File: config.mk
export PLATFORM = sky130hd
export DESIGN_NAME = sub8_bin_bout_stream
export DESIGN_NICKNAME = d
export VERILOG_FILES = /design/src/rtl/sub8_bin_bout_stream.sv
export SDC_FILE = /design/constraint.sdc
export NUM_CORES = 1
export LEC_CHECK = 0
export ABC_AREA = 1
export BUFFER_PORTS_ARGS = -buffer_cell sky130_fd_sc_hd__buf_4
export CORE_UTILIZATION = 46
export DETAILED_ROUTE_END_ITERATION = 6
export GPL_TIMING_DRIVEN = 0
export PLACE_DENSITY = 0.75
export SLEW_MARGIN = 5
export SYNTH_ARGS = -nofsm -noshare
export SYNTH_HDL_FRONTEND = slang
export SYNTH_SLANG_ARGS = --single-unit
File: constraint.sdc
create_clock -name CLK -period 2 [get_ports CLK]
set_input_delay 0.2 -clock CLK [delete_from_list [all_inputs] [get_ports CLK]]
set_output_delay 0.2 -clock CLK [all_outputs]
set_load 0.01 [all_outputs]
File: src/rtl/sub8_bin_bout_stream.sv
// Streaming multi-limb subtractor: A - B over limb-serial operands, LS limb
// first. Borrow and the running all-zero flag carry across limbs in
// registers, and a single output register provides the valid/ready stage.
module sub8_bin_bout_stream #(
  parameter int width = 8
) (
  input  logic             CLK,
  input  logic             ASYNCRESETN,
  input  logic [width-1:0] I0,
  input  logic [width-1:0] I1,
  input  logic             BIN,
  input  logic             I_VALID,
  input  logic             I_LAST,
  output logic             I_READY,
  output logic [width-1:0] O,
  output logic             O_LAST,
  output logic             BOUT,
  output logic             ZERO,
  output logic             O_VALID,
  input  logic             O_READY
);

  typedef enum logic {ST_FIRST = 1'b0, ST_MID = 1'b1} state_e;

  state_e           state_q, state_d;
  logic             borrow_q, zero_q;
  logic [width-1:0] o_q;
  logic             o_last_q, bout_q, zero_out_q, o_valid_q;

  logic             in_xfer, out_xfer;
  logic             bin_eff, limb_b, limb_zero, zacc;
  logic [width:0]   diff;

  assign in_xfer  = I_VALID & I_READY;
  assign out_xfer = o_valid_q & O_READY;

  // Limb arithmetic: borrow-in comes from BIN only on the first limb.
  always_comb begin
    bin_eff   = (state_q == ST_FIRST) ? BIN : borrow_q;
    diff      = {1'b0, I0} - {1'b0, I1} - {{width{1'b0}}, bin_eff};
    limb_b    = diff[width];
    limb_zero = (diff[width-1:0] == '0);
    zacc      = ((state_q == ST_FIRST) ? 1'b1 : zero_q) & limb_zero;
  end

  // State register.
  always_ff @(posedge CLK or negedge ASYNCRESETN) begin
    if (!ASYNCRESETN) state_q <= ST_FIRST;
    else              state_q <= state_d;
  end

  // Next state: the last limb always returns to FIRST so the next op uses BIN.
  always_comb begin
    state_d = state_q;
    if (in_xfer) state_d = I_LAST ? ST_FIRST : ST_MID;
  end

  // Cross-limb borrow and zero accumulation; both hold while stalled.
  always_ff @(posedge CLK or negedge ASYNCRESETN) begin
    if (!ASYNCRESETN) begin
      borrow_q <= 1'b0;
      zero_q   <= 1'b1;
    end else if (in_xfer) begin
      borrow_q <= I_LAST ? 1'b0 : limb_b;
      zero_q   <= zacc;
    end
  end

  // Output register: loads on input transfer, drops valid once drained.
  always_ff @(posedge CLK or negedge ASYNCRESETN) begin
    if (!ASYNCRESETN) begin
      o_q        <= '0;
      o_last_q   <= 1'b0;
      bout_q     <= 1'b0;
      zero_out_q <= 1'b0;
      o_valid_q  <= 1'b0;
    end else if (in_xfer) begin
      o_q        <= diff[width-1:0];
      o_last_q   <= I_LAST;
      bout_q     <= I_LAST & limb_b;
      zero_out_q <= I_LAST & zacc;
      o_valid_q  <= 1'b1;
    end else if (out_xfer) begin
      o_valid_q  <= 1'b0;
    end
  end

  // Outputs; ready depends on O_READY and registered state only, never I_VALID.
  always_comb begin
    I_READY = ~o_valid_q | O_READY;
    O       = o_q;
    O_LAST  = o_last_q;
    BOUT    = bout_q;
    ZERO    = zero_out_q;
    O_VALID = o_valid_q;
  end

endmodule

==> impl_metrics.env <==
export IMPL_status="complete, but fails checks"
export IMPL_violations="DRC, setup timing"
export IMPL_clk_path_buf_depth=2
export IMPL_wl_met2_um=1350
export IMPL_path_clk_slew_ns=0.09
export IMPL_grt_pass1_wl_um=4400
export IMPL_clock_skew_ns=0.00409
export IMPL_fillers=217
export IMPL_die_x_um=52.7
export IMPL_met1Wirelength_um=1030
export IMPL_layout_area_seq_um2=377
export IMPL_vias=1166
export IMPL_leakage_uw=0.000928
export IMPL_final_cell_mix="37 x inv_1, 36 x buf_4, 35 x nand2_1, 14 x dfrtp_1, 14 x nand2_2"
export IMPL_clock_fmax_mhz=468
export IMPL_antenna_found_initial=0
export IMPL_grt_pass1_vias=1152
export IMPL_first_iter_violations=33
export IMPL_die_h_um=52.7
export IMPL_wl_met3_um=78
export IMPL_hold_viol_final=0
export IMPL_synth_avg_cell_area_um2=7.08
export IMPL_required_ns=2.23
export IMPL_drv_slew=0
export IMPL_syn_num_nets=205
export IMPL_routed_wl_um=2470
export IMPL_routedWlPerCell_um=10.4
export IMPL_finish_net_count=247
export IMPL_peakVddDrop_v=0.000428
export IMPL_clk_latency_ns=0.28
export IMPL_setup_viol=4
export IMPL_slew_headroom_pct=83.0
export IMPL_fin_util_pct=65.7
export IMPL_yosys_area_top_type_share_pct=29.6
export IMPL_diodes=0
export IMPL_crit_start="state_q"
export IMPL_grt_usage_pct=21.4
export IMPL_dr_pass1_iters=7
export IMPL_ys_top_cells_by_area="dfrtp_1 30%, ha_1 15%, nand2_1 14%"
export IMPL_multi_input_area_um2=728
export IMPL_cts_sinks=15
export IMPL_min_from="I_LAST"
export IMPL_fin_cells=238
export IMPL_rsz0062_at_grt="yes"
export IMPL_crit_fanout=4
export IMPL_fin_ws_ns=-0.135
export IMPL_yosys_warnings=0
export IMPL_rows=18
export IMPL_holdCritPathClass="input pin to flip-flop"
export IMPL_ios=35
export IMPL_cts_made_buffers=3
export IMPL_ys_types=19
export IMPL_drive_above_1_share_pct=35.1
export IMPL_r2r_cells=11
export IMPL_root_buffer="clkbuf_4"
export IMPL_total_power_uw=1100
export IMPL_grt_max_degree=16
export IMPL_cp_end_kind="flip-flop"
export IMPL_cts_tree="yes"
export IMPL_gp_congestion=0.777
export IMPL_port_buffers=34
export IMPL_die_area_mm2=0.00278
export IMPL_grt_ovfl_total=0
export IMPL_dp_hpwl_um=1980
export IMPL_worstReg2RegStart="state_q"
export IMPL_via_per_inst=4.90
export IMPL_dp_cells=231
export IMPL_synth_seq_area_share_pct=31.9
export IMPL_hold_slack_ns=0.120
export IMPL_start_util_pct=48.2
export IMPL_place_ws_ns=-0.171
export IMPL_fin_crit_sh_pct=107
export IMPL_maxCapViolCount=0
export IMPL_htree_levels=1
export IMPL_rr_endpoint="zero_q"
export IMPL_routed_top_layer="met4"
export IMPL_layout_commonest_cell="inv_1"
export IMPL_cp_start_kind="flip-flop"
export IMPL_yosysTopAreaCell="dfrtp_1"
export IMPL_cp_arrival_ns=2.36
export IMPL_reg2reg_slack_ns=-0.13
export IMPL_powerDensity_mw_per_mm2=683
export IMPL_drc_errors=3
export IMPL_period_needed_ns=2.13
export IMPL_critical_path_class="flip-flop to flip-flop"
export IMPL_synth_area_mm2=0.00118
export IMPL_syn2layout_area_growth_pct=36.5
export IMPL_crit_end="zero_q"
export IMPL_ys_ff_latch=15
export IMPL_core_area_mm2=0.00245
export IMPL_ant_nets=0
export IMPL_synthCells=167
export IMPL_tightest_slew_ns=0.253
sequential cells by signal, summed over array words and instances (netlist names):
| name | cells |
|---|---|
| BOUT | 1 |
| O | 8 |
| O_LAST | 1 |
| O_VALID | 1 |
| ZERO | 1 |
| borrow_q | 1 |
| state_q | 1 |
| zero_q | 1 |
cell families (layout without fill, tap and decap cells):
family                   count (synthesis)  after routing  share of synthesized area [%]
buffers and inverters                   42             83                           14.0
AND/OR/NAND/NOR                         79             79                           28.8
AO/OA/AOI/OAI                           14             14                           6.45
adder cells (fa/ha/maj)                 16             16                           18.2
XOR/XNOR                                 1              1                          0.741
flip-flops                              15             15                           31.9
where the power goes:
group / switching [µW] / internal, µW
sequential: 35.1 / 359
combinational: 290 / 247
clock: 92.8 / 77.3
Yosys cell counts:
cell and count:
nand4_1 3, fa_1 2, a21oi_1 3, or2_2 1
inv_1 40, ha_1 14, buf_6 1, dfrtp_1 14
a31oi_1 3, nor2_2 1, o21ai_0 7, nand2_1 43
dfstp_2 1, nand3_1 11, nand2_2 7, clkinv_1 1
nor2_1 13, a21boi_0 1, xor2_1 1
per-layer routing:
| layer | up-vias | global-route usage, % |
|---|---|---|
| met1 | 538 | 23.4 |
| li1 | 594 | - |
| met4 | 0 | 7.89 |
| met2 | 32 | 41.6 |
| met5 | - | 0 |
| met3 | 2 | 2.03 |
repair_timing:
item	CTS	global route
hold endpoints to repair	15	0
hold buffers	1	0
pin swaps	7	2
resized for setup	11	12
endpoints found under the setup margin	6	8
setup buffers	1	1
cell type report:
type,count,share of cell area (%)
Multi-Input combinational cell,110,45.1
Tap cell,30,2.33
Inverter,41,9.53
Clock buffer,4,1.63
Buffer,1,0.698
Timing Repair Buffer,37,17.4
Sequential cell,15,23.3
through the flow:
stage                     setup TNS, ns  area (µm²)
after floorplan                 -0.0133        1200
after global placement           -0.361        1490
after detailed placement         -0.565        1490
after CTS                        -0.245        1570
after global routing             -0.912        1610
final                            -0.346        1610
worst max-delay path, stage by stage, from the launching register on:
cell,delay [ns]
dfrtp_1,0.43
o21ai_2,0.15
fa_2,0.26
inv_2,0.05
fa_2,0.53
a21boi_2,0.16
nand2_1,0.07
nor2_1,0.08
nand3_1,0.08
nor2_2,0.14
nand3_1,0.08
nand2_1,0.07
worst min-delay path by stage:
stage | slack (ns) | cells past startpoint | endpoint
after floorplan | -0.1 | 0 | BOUT
after global routing | 0.15 | 2 | state_q
after detailed placement | 0.06 | 1 | O[2]
after global placement | 0.06 | 1 | O[1]
after CTS | 0.11 | 2 | state_q
final | 0.12 | 2 | state_q
Note: power is estimated with default switching activity, not from simulation.
